==> config.mk <==
export PLATFORM = sky130hd
export DESIGN_NAME = dmem_dump_arbiter_flat
export DESIGN_NICKNAME = d
export VERILOG_FILES = /design/src/rtl/dmem_dump_arbiter_if.sv /design/src/rtl/dmem_dump_arbiter.sv /design/src/flat_wrapper.sv
export SDC_FILE = /design/constraint.sdc
export NUM_CORES = 1
export LEC_CHECK = 0
export CAP_MARGIN = 15
export CORE_MARGIN = 8
export CORE_UTILIZATION = 43
export DETAILED_ROUTE_END_ITERATION = 6
export PLACE_DENSITY = 0.93
export SETUP_SLACK_MARGIN = 0.15
export SYNTH_ARGS = -nofsm -noshare
export SYNTH_HDL_FRONTEND = slang
export SYNTH_SLANG_ARGS = --single-unit
==> constraint.sdc <==
create_clock -name clk -period 3.93 [get_ports clk]
set_input_delay 0.393 -clock clk [delete_from_list [all_inputs] [get_ports clk]]
set_output_delay 0.393 -clock clk [all_outputs]
set_load 0.02 [all_outputs]
==> src/rtl/dmem_dump_arbiter_if.sv <==
`default_nettype none
// ============================================================================
//  Module      : dmem_dump_arbiter_if
//  Description : Bus bundle for the data-memory dump arbiter. Groups the CPU
//                MEM-stage port, the data-memory port and the dump stream.
//                'master' is the arbiter's view, 'slave' the environment's.
//  Revision    : 1.0 - initial release
// ============================================================================
interface dmem_dump_arbiter_if #(
    parameter int ADDR_W = 9
);
    // CPU (MEM stage) side
    logic              cpu_req;
    logic              cpu_we;
    logic [31:0]       cpu_addr;
    logic [31:0]       cpu_wdata;
    logic [31:0]       cpu_rdata;
    logic              cpu_stall;
    logic              finish;

    // Data memory side
    logic              mem_en;
    logic              mem_we;
    logic [ADDR_W-1:0] mem_addr;
    logic [31:0]       mem_wdata;
    logic [31:0]       mem_rdata;

    // Dump stream and run status
    logic              dump_valid;
    logic              dump_ready;
    logic [ADDR_W-1:0] dump_addr;
    logic [31:0]       dump_data;
    logic              dump_done;
    logic [31:0]       cycle_count;
    logic              addr_err;
    logic              timeout;

    // Arbiter view
    modport master (
        input  cpu_req, cpu_we, cpu_addr, cpu_wdata, finish,
        output cpu_rdata, cpu_stall,
        output mem_en, mem_we, mem_addr, mem_wdata,
        input  mem_rdata,
        output dump_valid, dump_addr, dump_data, dump_done,
        input  dump_ready,
        output cycle_count, addr_err, timeout
    );

    // Environment view (CPU, memory and dump consumer)
    modport slave (
        output cpu_req, cpu_we, cpu_addr, cpu_wdata, finish,
        input  cpu_rdata, cpu_stall,
        input  mem_en, mem_we, mem_addr, mem_wdata,
        output mem_rdata,
        input  dump_valid, dump_addr, dump_data, dump_done,
        output dump_ready,
        input  cycle_count, addr_err, timeout
    );
endinterface
`default_nettype wire

==> src/rtl/dmem_dump_arbiter.sv <==
`default_nettype none
// ============================================================================
//  Module      : dmem_dump_arbiter
//  Description : Sole owner of the data-memory port. Passes MEM-stage loads
//                and stores straight through while the program runs; on the
//                finish rising edge (or a run-cycle timeout) it freezes the
//                CPU, records the run length and streams every memory word
//                out over a valid/ready port.
//  Revision    : 1.0 - initial release
// ============================================================================
module dmem_dump_arbiter #(
    parameter int DEPTH   = 512,
    parameter int ADDR_W  = 9,
    parameter int TIMEOUT = 300
) (
    input  wire logic              clk,
    input  wire logic              rst_n,
    dmem_dump_arbiter_if.master    bus
);

    typedef enum logic [2:0] {
        S_RUN   = 3'd0,
        S_DRAIN = 3'd1,
        S_READ  = 3'd2,
        S_HOLD  = 3'd3,
        S_DONE  = 3'd4
    } state_t;

    localparam logic [ADDR_W-1:0] C_LAST_WORD = ADDR_W'(DEPTH - 1);
    localparam logic [31:0]       C_TMO_LAST  = 32'(TIMEOUT - 1);

    // ------------------------------------------------------------------
    // Registered state
    // ------------------------------------------------------------------
    state_t            state_q;
    logic              finish_q;      // previous finish, for edge detect
    logic              load_q;        // in-range load accepted last cycle
    logic              cpu_stall_q;
    logic              dump_valid_q;
    logic              dump_done_q;
    logic              addr_err_q;
    logic              timeout_q;
    logic              hold_first_q;  // first HOLD cycle: mem_rdata is live
    logic [ADDR_W-1:0] cnt_q;         // dump word counter
    logic [31:0]       cycle_count_q;
    logic [31:0]       dump_data_q;   // captured word for stalled HOLD cycles

    // ------------------------------------------------------------------
    // Next-state helpers
    // ------------------------------------------------------------------
    logic [ADDR_W-1:0] cnt_d;
    logic [31:0]       cycle_count_d;
    logic              w_in_run;
    logic              w_oor;
    logic              w_cpu_acc;
    logic              w_trigger;
    logic              w_tmo_hit;
    logic              w_unused_addr_lsbs;

    assign cnt_d         = cnt_q + 1'b1;
    assign cycle_count_d = cycle_count_q + 32'd1;

    // The CPU only owns the memory port while running and out of reset;
    // the rst_n term keeps the pass-through outputs at zero during reset.
    assign w_in_run  = rst_n && (state_q == S_RUN);
    assign w_oor     = |bus.cpu_addr[31:ADDR_W+2];
    assign w_cpu_acc = w_in_run && bus.cpu_req && !w_oor;

    // Finish is an edge trigger so a level held high fires only once.
    assign w_trigger = (state_q == S_RUN) && bus.finish && !finish_q;

    // Finish takes priority over a timeout landing in the same cycle.
    assign w_tmo_hit = (state_q == S_RUN) && !w_trigger
                       && (cycle_count_q == C_TMO_LAST);

    // Byte-lane bits of the address are not used by a word memory.
    assign w_unused_addr_lsbs = ^bus.cpu_addr[1:0];

    // ------------------------------------------------------------------
    // Memory port: CPU pass-through in RUN, dump reads in READ
    // ------------------------------------------------------------------
    assign bus.mem_en    = w_cpu_acc || (state_q == S_READ);
    assign bus.mem_we    = w_cpu_acc && bus.cpu_we;
    assign bus.mem_addr  = w_in_run              ? bus.cpu_addr[ADDR_W+1:2] :
                           (state_q == S_READ)   ? cnt_q : '0;
    assign bus.mem_wdata = w_in_run ? bus.cpu_wdata : 32'd0;

    // Load data is only forwarded for an accepted in-range load.
    assign bus.cpu_rdata = load_q ? bus.mem_rdata : 32'd0;
    assign bus.cpu_stall = cpu_stall_q;

    // ------------------------------------------------------------------
    // Dump stream and status
    // ------------------------------------------------------------------
    // On the first HOLD cycle the word is still on mem_rdata; afterwards the
    // captured copy keeps dump_data stable under backpressure.
    assign bus.dump_valid  = dump_valid_q;
    assign bus.dump_addr   = dump_valid_q ? cnt_q : '0;
    assign bus.dump_data   = !dump_valid_q ? 32'd0 :
                             hold_first_q  ? bus.mem_rdata : dump_data_q;
    assign bus.dump_done   = dump_done_q;
    assign bus.cycle_count = cycle_count_q;
    assign bus.addr_err    = addr_err_q;
    assign bus.timeout     = timeout_q;

    // Main control FSM with its registered outputs and datapath registers.
    always_ff @(posedge clk or negedge rst_n) begin
        if (!rst_n) begin
            state_q       <= S_RUN;
            finish_q      <= 1'b0;
            load_q        <= 1'b0;
            cpu_stall_q   <= 1'b0;
            dump_valid_q  <= 1'b0;
            dump_done_q   <= 1'b0;
            addr_err_q    <= 1'b0;
            timeout_q     <= 1'b0;
            hold_first_q  <= 1'b0;
            cnt_q         <= '0;
            cycle_count_q <= 32'd0;
            dump_data_q   <= 32'd0;
        end else begin
            finish_q <= bus.finish;
            load_q   <= w_cpu_acc && !bus.cpu_we;

            case (state_q)
                S_RUN: begin
                    if (bus.cpu_req && w_oor) begin
                        addr_err_q <= 1'b1;
                    end
                    // The run length freezes at the value seen in the
                    // trigger cycle; it only advances while staying in RUN.
                    if (w_trigger) begin
                        state_q     <= S_DRAIN;
                        cpu_stall_q <= 1'b1;
                    end else if (w_tmo_hit) begin
                        state_q     <= S_DRAIN;
                        cpu_stall_q <= 1'b1;
                        timeout_q   <= 1'b1;
                    end else begin
                        cycle_count_q <= cycle_count_d;
                    end
                end

                // Lets a load issued in the final RUN cycle return.
                S_DRAIN: begin
                    cnt_q   <= '0;
                    state_q <= S_READ;
                end

                S_READ: begin
                    state_q      <= S_HOLD;
                    dump_valid_q <= 1'b1;
                    hold_first_q <= 1'b1;
                end

                S_HOLD: begin
                    hold_first_q <= 1'b0;
                    if (hold_first_q) begin
                        dump_data_q <= bus.mem_rdata;
                    end
                    if (bus.dump_ready) begin
                        dump_valid_q <= 1'b0;
                        if (cnt_q == C_LAST_WORD) begin
                            state_q     <= S_DONE;
                            dump_done_q <= 1'b1;
                        end else begin
                            cnt_q   <= cnt_d;
                            state_q <= S_READ;
                        end
                    end
                end

                S_DONE: begin
                    state_q <= S_DONE;
                end

                default: begin
                    state_q <= S_RUN;
                end
            endcase
        end
    end

endmodule
`default_nettype wire

==> src/flat_wrapper.sv <==
// flat-port wrapper written by rule: the top's interface ports become plain ports
module dmem_dump_arbiter_flat 
#(
    parameter int DEPTH   = 512,
    parameter int ADDR_W  = 9,
    parameter int TIMEOUT = 300
)
  (clk, rst_n, bus_cpu_req, bus_cpu_we, bus_cpu_addr, bus_cpu_wdata, bus_finish, bus_cpu_rdata, bus_cpu_stall, bus_mem_en, bus_mem_we, bus_mem_addr, bus_mem_wdata, bus_mem_rdata, bus_dump_valid, bus_dump_addr, bus_dump_data, bus_dump_done, bus_dump_ready, bus_cycle_count, bus_addr_err, bus_timeout);
  dmem_dump_arbiter_if #(.ADDR_W(ADDR_W)) bus_i ();
  input  wire logic clk;
  input  wire logic rst_n;
  input wire logic [$bits(bus_i.cpu_req)-1:0] bus_cpu_req;
  input wire logic [$bits(bus_i.cpu_we)-1:0] bus_cpu_we;
  input wire logic [$bits(bus_i.cpu_addr)-1:0] bus_cpu_addr;
  input wire logic [$bits(bus_i.cpu_wdata)-1:0] bus_cpu_wdata;
  input wire logic [$bits(bus_i.finish)-1:0] bus_finish;
  output wire logic [$bits(bus_i.cpu_rdata)-1:0] bus_cpu_rdata;
  output wire logic [$bits(bus_i.cpu_stall)-1:0] bus_cpu_stall;
  output wire logic [$bits(bus_i.mem_en)-1:0] bus_mem_en;
  output wire logic [$bits(bus_i.mem_we)-1:0] bus_mem_we;
  output wire logic [$bits(bus_i.mem_addr)-1:0] bus_mem_addr;
  output wire logic [$bits(bus_i.mem_wdata)-1:0] bus_mem_wdata;
  input wire logic [$bits(bus_i.mem_rdata)-1:0] bus_mem_rdata;
  output wire logic [$bits(bus_i.dump_valid)-1:0] bus_dump_valid;
  output wire logic [$bits(bus_i.dump_addr)-1:0] bus_dump_addr;
  output wire logic [$bits(bus_i.dump_data)-1:0] bus_dump_data;
  output wire logic [$bits(bus_i.dump_done)-1:0] bus_dump_done;
  input wire logic [$bits(bus_i.dump_ready)-1:0] bus_dump_ready;
  output wire logic [$bits(bus_i.cycle_count)-1:0] bus_cycle_count;
  output wire logic [$bits(bus_i.addr_err)-1:0] bus_addr_err;
  output wire logic [$bits(bus_i.timeout)-1:0] bus_timeout;
  assign bus_i.cpu_req = bus_cpu_req;
  assign bus_i.cpu_we = bus_cpu_we;
  assign bus_i.cpu_addr = bus_cpu_addr;
  assign bus_i.cpu_wdata = bus_cpu_wdata;
  assign bus_i.finish = bus_finish;
  assign bus_cpu_rdata = bus_i.cpu_rdata;
  assign bus_cpu_stall = bus_i.cpu_stall;
  assign bus_mem_en = bus_i.mem_en;
  assign bus_mem_we = bus_i.mem_we;
  assign bus_mem_addr = bus_i.mem_addr;
  assign bus_mem_wdata = bus_i.mem_wdata;
  assign bus_i.mem_rdata = bus_mem_rdata;
  assign bus_dump_valid = bus_i.dump_valid;
  assign bus_dump_addr = bus_i.dump_addr;
  assign bus_dump_data = bus_i.dump_data;
  assign bus_dump_done = bus_i.dump_done;
  assign bus_i.dump_ready = bus_dump_ready;
  assign bus_cycle_count = bus_i.cycle_count;
  assign bus_addr_err = bus_i.addr_err;
  assign bus_timeout = bus_i.timeout;
  dmem_dump_arbiter #(.DEPTH(DEPTH), .ADDR_W(ADDR_W), .TIMEOUT(TIMEOUT)) u_core (.clk(clk), .rst_n(rst_n), .bus(bus_i));
endmodule
==> metrics.log, run 1 <==
INFO  metric grt_start_max_net_pins = 84
INFO  metric area_delta_synth_final = 59.51%
INFO  metric synth_fp_nets = 586
INFO  metric first_iter_violations = 258
INFO  metric period_needed = 3185 ps
INFO  metric power_density_over_cell_area = 348.9 nW/um^2
INFO  metric post_synthesis_cell_count = 481
INFO  metric yosys_register_bits = 84
INFO  metric wl_per_cell = 18.68 um
INFO  metric fin_total_pwr = 2.724 mW
INFO  metric synth.yosys.seq_area_share = 42.94%
INFO  metric regToRegSetupSlack = 1650 ps
INFO  metric net-switching-power = 794.6 uW
INFO  metric clock.fmax = 313.9 MHz
INFO  metric number_of_antenna_violations_at_the_first_check_in_global_routing = 0
INFO  metric htree_levels = 3
INFO  metric worst_slew_margin_relative_to_its_limit = 32.03%
INFO  metric cp_max_fo = 3
INFO  metric max_cap_violations = 0
INFO  metric final-max-slew-violation-count = 0
INFO  metric nets = 826
INFO  metric dp_hpwl = 12,680 um
INFO  metric fp.coreArea = 11,270 um^2
INFO  metric ys_top_cells_by_area = dfrtp_1, mux2_2, mux2i_1
INFO  metric grt_first_pass_wirelength = 25,410 um
INFO  metric yosysWarningCount = 0
INFO  metric n_antenna_cell = 0
INFO  metric worst_pin_slew = 1020 ps
INFO  metric drive_gt1_share = 9.103%
INFO  metric aggregate_negative_setup_slack = 0 ps
INFO  metric port_buffers = 252
INFO  metric critical_path.endpoint_type = primary output
INFO  metric syn-cell-area = 4895 um^2
INFO  metric clk_root_buffer_cell = clkbuf_16
INFO  metric power_frac_comb = 28.4%
INFO  metric placementRows = 39
INFO  metric fin_skew = 7.523 ps
INFO  metric die_area = 15,050 um^2
INFO  metric drt-pass1-iter-count = 4
INFO  metric rsz0062_at_grt = false
INFO  metric pwr-share-clk = 30.8%
INFO  metric route.detailed.drc = 0
INFO  metric switching_share = 29.17%
INFO  metric synthArstFlopShare = 100.0%
INFO  metric critPathLaunchType = input port
INFO  metric post_drt_via_cell_ratio = 5.334
INFO  metric cts-root-to-sink-buffers = 2
INFO  metric first_global_vias = 5,026
INFO  metric grt_use_total = 21.14%
INFO  metric cts.sink_count = 84
INFO  metric crit_type = input port to primary output
INFO  metric io_pins = 255
INFO  metric die_w = 122.7 um
INFO  metric finalHoldWorstSlack = 467.6 ps
INFO  metric routabilityCongestion = 0.8755
INFO  metric drtAntennaViolNets = 0
INFO  metric worst-endpoint-arrival = 2790 ps
INFO  metric synthesis.area_per_instance = 10.18 um^2
INFO  metric dieHeight = 122.7 um
INFO  metric setup_violations = 0
INFO  metric leakagePower = 3.328 nW
INFO  metric dominantRegCellSynth = dfrtp_1
INFO  metric synth_edf_count = 0
INFO  metric floorplan.initialDensity = 43.42%
INFO  metric worst_setup_hold_path_clk_slew = 60 ps
INFO  metric leading_cell_type_by_number_of_instances_after_synthesis = dfrtp_1
INFO  metric hold_violations = 0
INFO  metric post_cts_setup_inserts = 0
INFO  metric synth_cell_type_count = 42
INFO  metric fraction_of_the_cycle_the_final_worst_path_needs = 81.05%
INFO  metric critical_path_required = 3540 ps
INFO  metric run_status = completed
INFO  metric synth_top_area_cell = dfrtp_1
INFO  metric area_fraction_of_the_dominant_cell_type_after_synthesis = 42.94%
INFO  metric tritoncts.num_buffers = 9
INFO  metric wirelength = 16,220 um
INFO  metric sequential_share_of_power = 40.8%
INFO  metric vdd_ir_drop_max = 0.2603 mV
INFO  metric grt_overflow_total = 0
INFO  metric cts_tree = yes
INFO  metric synthTopCellsByCount = dfrtp_1, and2_1, and3_1, nor2b_1, mux2_2
INFO  metric vias = 4,630
INFO  metric total_internal_power = 1.929 mW
INFO  metric hp-class = flop to flop
INFO  metric clock_insertion_delay_worst_skew = 330 ps
-- stage by stage --
step | worst slack [ps] | cell area (um^2) | std cells | utilization (%)
2_1_floorplan | 1904 | 4895 | 481 | -
3_3_place_gp | 667.6 | 7482 | 851 | 66.38
3_5_place_dp | 671.0 | 7482 | 851 | 66.38
4_1_cts | 667.6 | 7792 | 867 | 69.13
5_1_grt | 560.8 | 7807 | 868 | 69.26
6_report | 744.7 | 7807 | 868 | 69.26
-- sequential cells by signal, indices dropped and copies added, names as in the netlist --
| register | cells |
|---|---|
| u_core.bus.dump_done | 1 |
| u_core.bus.dump_valid | 1 |
| u_core.bus.timeout | 1 |
| u_core.dump_data_q | 32 |
| u_core.state_q | 3 |
| u_core.bus.addr_err | 1 |
| u_core.bus.cycle_count | 32 |
| u_core.hold_first_q | 1 |
| u_core.finish_q | 1 |
| u_core.cnt_q | 9 |
| u_core.bus.cpu_stall | 1 |
| u_core.load_q | 1 |
-- final timing paths --
| path | to | cells past startpoint | start |
|---|---|---|---|
| max | bus_mem_we | 7 | bus_cpu_addr[22] |
| min | u_core.bus.timeout | 1 | u_core.bus.timeout |
| max reg2reg | u_core.bus.cycle_count[1] | 5 | u_core.bus.cycle_count[0] |
| min reg2reg | u_core.bus.timeout | 1 | u_core.bus.timeout |
| max in group asynchronous | u_core.hold_first_q | 3 | rst_n |
| min in group asynchronous | u_core.bus.addr_err | 2 | rst_n |
-- what timing repair did --
item	in CTS	in global routing
resized for setup	0	0
endpoints found under the hold margin	1	0
hold buffers	1	0
-- cells in the final DEF (no fill, tap or decap), types with 2 or more instances in the layout --
master	count
clkdlybuf4s50_1	251
dfrtp_1	83
and2_1	44
and3_1	36
nor2b_1	35
mux2_2	33
mux2i_1	32
xnor2_1	28
nand2_1	21
nand3_1	19
nor2_1	19
nand4_1	13
nor3_1	10
nor4_1	10
a22o_1	9
clkbuf_16	9
xor2_1	7
inv_1	6
a21o_1	6
nand2b_1	5
buf_4	5
o21ai_0	4
or3_1	4
nor3_2	3
ha_1	3
or2_2	2
nor4b_1	2
nor4_4	2
nand4_2	2
a21oi_1	2
clkinv_4	2
-- layer usage --
layer / routed length (um) / global-route usage [%]
met5: 0 / 0
met4: 495 / 9.520
met3: 1705 / 6.762
met2: 8114 / 37.61
met1: 5903 / 22.39
-- power groups by stage --
stage               logic, mW  clock network, mW  registers [mW]
finish                  0.773              0.839            1.11
global placement        0.749                  0            1.12
global route            0.836              0.898            1.13
CTS                     0.775              0.862            1.12
detailed placement      0.772                  0            1.13
floorplan               0.394                  0            1.10
-- critical path: stages --
cell	delay [ps]
clkdlybuf4s50_1	410
nor4_1	410
nand4_1	170
nor4_1	340
and4_1	330
and2_1	150
clkdlybuf4s50_1	600
-- area by class of cell --
| class | instances | area [um^2] |
|---|---|---|
| flip-flops and latches | 84 | 2103 |
| multi-input cells | 362 | 2628 |
| inverters | 6 | 22.52 |
| clock inverters | 5 | 61.31 |
| repair buffers | 258 | 2575 |
| well taps | 143 | 178.9 |
| clock buffers | 10 | 239.0 |
| fillers | 814 | 3465 |
-- cells by family (layout without fill, tap and decap cells) --
logic type / Yosys count / in the layout / synth area share (%)
mux: 65 / 65 / 14.14
xor+xnor: 35 / 35 / 6.263
buf+inv: 35 / 279 / 3.374
compound gates: 26 / 26 / 3.962
flops: 84 / 84 / 42.94
simple gates: 233 / 233 / 28.55
fa+ha+maj: 3 / 3 / 0.7670
No activity file was read; power rests on OpenSTA's default activity.
==> run 2: changes to the inputs <==
Settings changed: CORE_UTILIZATION 43 to 36, PLACE_DENSITY 0.93 to 0.84.
Clock period 3.93 ns to 2.9 ns, I/O delays scaled along.
==> metrics.log, run 2 (synthesized netlist as in run 1, its figures left out) <==
INFO  metric run_status = completed (unchanged)
INFO  metric rsz0062_at_grt = false (unchanged)
INFO  metric crit_path_top_delay_cell = or4_1 (was clkdlybuf4s50_1)
INFO  metric htree_levels = 3 (unchanged)
INFO  metric post_drt_via_cell_ratio = 4.981 (was 5.334)
INFO  metric grt_most_used_layer = met2 (unchanged)
INFO  metric hold_violations = 0 (unchanged)
INFO  metric number_of_antenna_violations_at_the_first_check_in_global_routing = 0 (unchanged)
INFO  metric clock_insertion_delay_worst_skew = 340 ps (was 330 ps)
INFO  metric ctsHoldBuffers = 0 (was 1)
INFO  metric wirelength = 15,350 um (was 16,220 um)
INFO  metric cts-root-to-sink-buffers = 2 (unchanged)
INFO  metric route.detailed.drc = 0 (unchanged)
INFO  metric endpoint = bus_mem_we (unchanged)
INFO  metric setup_violations = 0 (unchanged)
INFO  metric startpoint = bus_cpu_addr[14] (was bus_cpu_addr[22])
INFO  metric cts.sink_count = 84 (unchanged)
INFO  metric globalRouteMet3Util = 5.450% (was 6.762%)
INFO  metric fraction_of_the_cycle_the_final_worst_path_needs = 90.84%
INFO  metric wl_per_cell = 16.96 um (was 18.68 um)
INFO  metric regToRegSetupSlack = 650 ps (was 1650 ps)
INFO  metric rr_worst_depth = 9 (was 5)
INFO  metric max_stage_delay = 540 ps (was 600 ps)
INFO  metric grt_first_pass_wirelength = 24,900 um (was 25,410 um)
INFO  metric critical_path.endpoint_type = primary output (unchanged)
INFO  metric nets = 829 (was 826)
INFO  metric clock.fmax = 379.6 MHz
INFO  metric floorplan.initialDensity = 36.96% (was 43.42%)
INFO  metric aggregate_negative_setup_slack = 0 ps (unchanged)
INFO  metric cp_max_fo = 3 (unchanged)
INFO  metric fin_skew = 14.03 ps (was 7.523 ps)
INFO  metric cts_tree = yes (unchanged)
INFO  metric hp-class = input port to async pin (was flop to flop)
INFO  metric grt_start_max_net_pins = 43 (was 84)
INFO  metric max_cap_violations = 0 (unchanged)
INFO  metric critical_path.cell_chain = clkdlybuf4s50_1, or4_1, nor4_2, and4_1, and2_1, dlygate4sd2_1 (was clkdlybuf4s50_1, nor4_1, nand4_1, nor4_1, and4_1, and2_1, clkdlybuf4s50_1)
INFO  metric worst-endpoint-arrival = 2340 ps (was 2790 ps)
INFO  metric dp_hpwl = 12,190 um (was 12,680 um)
INFO  metric leakagePower = 3.373 nW (was 3.328 nW)
INFO  metric drt-pass1-iter-count = 6 (was 4)
INFO  metric n_antenna_cell = 0 (unchanged)
INFO  metric final-max-slew-violation-count = 0 (unchanged)
INFO  metric worst_pin_slew = 729.5 ps (was 1020 ps)
INFO  metric met2_usage = 30.35% (was 37.61%)
INFO  metric critical_path_required = 2610 ps (was 3540 ps)
INFO  metric critPathLaunchType = input port (unchanged)
INFO  metric worst_setup_hold_path_clk_slew = 70 ps (was 60 ps)
INFO  metric crit-reg2reg-capture = u_core.cnt_q[7] (was u_core.bus.cycle_count[1])
INFO  metric port_buffers = 252 (unchanged)
INFO  metric dieHeight = 132.6 um (was 122.7 um)
INFO  metric crit_type = input port to primary output (unchanged)
INFO  metric layout.cells.most_common_list = clkdlybuf4s50_1, dfrtp_1, and2_1 (unchanged)
INFO  metric area_delta_synth_final = 61.99% (was 59.51%)
INFO  metric drive_gt1_share = 9.877% (was 9.103%)
INFO  metric vias = 4,508 (was 4,630)
INFO  metric grt_use_total = 17.10% (was 21.14%)
INFO  metric die_area = 17,580 um^2 (was 15,050 um^2)
INFO  metric fp.coreArea = 13,240 um^2 (was 11,270 um^2)
INFO  metric power_density_over_cell_area = 489.5 nW/um^2 (was 348.9 nW/um^2)
INFO  metric first_global_vias = 4,792 (was 5,026)
INFO  metric grtUsageMet1 = 19.15% (was 22.39%)
INFO  metric clk_root_buffer_cell = clkbuf_16 (unchanged)
INFO  metric io_pins = 255 (unchanged)
INFO  metric placementRows = 42 (was 39)
INFO  metric postLayoutSetupSlackWorst = 265.7 ps (was 744.7 ps)
INFO  metric worst_slew_margin_relative_to_its_limit = 51.37% (was 32.03%)
INFO  metric period_needed = 2634 ps
INFO  metric drtAntennaViolNets = 0 (unchanged)
INFO  metric fillers = 1,090 (was 814)
INFO  metric grt_overflow_total = 0 (unchanged)
INFO  metric die_w = 132.6 um (was 122.7 um)
INFO  metric finalInstanceArea = 7929 um^2 (was 7807 um^2)
INFO  metric finalCoreUtilization = 59.87% (was 69.26%)
INFO  metric vdd_ir_drop_max = 0.3047 mV (was 0.2603 mV)
INFO  metric final_common_cell = clkdlybuf4s50_1 (unchanged)
INFO  metric dpl_worst_slack = -8.178 ps (was 671.0 ps)
INFO  metric placement.cell_area = 7574 um^2 (was 7482 um^2)
INFO  metric first_iter_violations = 152 (was 258)
INFO  metric tritoncts.num_buffers = 9 (unchanged)
INFO  metric routabilityCongestion = 0.8667 (was 0.8755)
INFO  metric source_of_the_worst_register_to_register_timing_path = u_core.cnt_q[0] (was u_core.bus.cycle_count[0])
## run 2: how the worst min path moves through the flow
stage,from,to,slack (ps)
floorplan,rst_n,u_core.bus.addr_err,-6
global placement,u_core.bus.timeout,u_core.bus.timeout,440
detailed placement,u_core.bus.cpu_stall,u_core.bus.cpu_stall,450
CTS,rst_n,u_core.bus.cycle_count[22],290
global route,rst_n,u_core.bus.dump_done,360
finish,rst_n,u_core.bus.cycle_count[24],280
## run 2: through the flow
step | instances | hold WS (ps) | power [mW]
3_5_place_dp | 889 | 451.3 | 2.586
5_1_grt | 905 | 359.0 | 4.066
2_1_floorplan | 481 | -5.591 | 2.020
4_1_cts | 905 | 289.8 | 3.937
6_report | 905 | 276.1 | 3.881
3_3_place_gp | 889 | 442.0 | 2.546
## run 2: area by class of cell
cell class                      instances  area (um^2)  area share [%]
Clock buffer                           11        242.7           3.061
Clock inverter                          5        107.6           1.357
Inverter                                6        22.52          0.2840
Multi-Input combinational cell        362         2635           33.23
Sequential cell                        84         2103           26.53
Tap cell                              176        220.2           2.777
Timing Repair Buffer                  261         2597           32.76
## run 2: repair_timing
action | 4_1_cts | 5_1_grt
cloned | 0 | 0
gates resized for setup | 3 | 1
endpoints found under the setup margin | 2 | 9
setup buffers | 0 | 0
## run 2: critical path, delay by kind of cell
family        cells  cell delay (ps)
simple gates      4             1290
buf+inv           2              760
## run 2: where the power goes
group	total [mW]	internal [mW]	switching, mW
Sequential	1.50	1.34	0.163
Clock	1.33	0.870	0.459
Combinational	1.05	0.586	0.465
## run 2: per-layer routing
layer	share of wire (%)	vias up
met3	6.8	23
met5	0	-
met1	40	2150
li1	-	2163
met2	51	172
met4	1.6	0
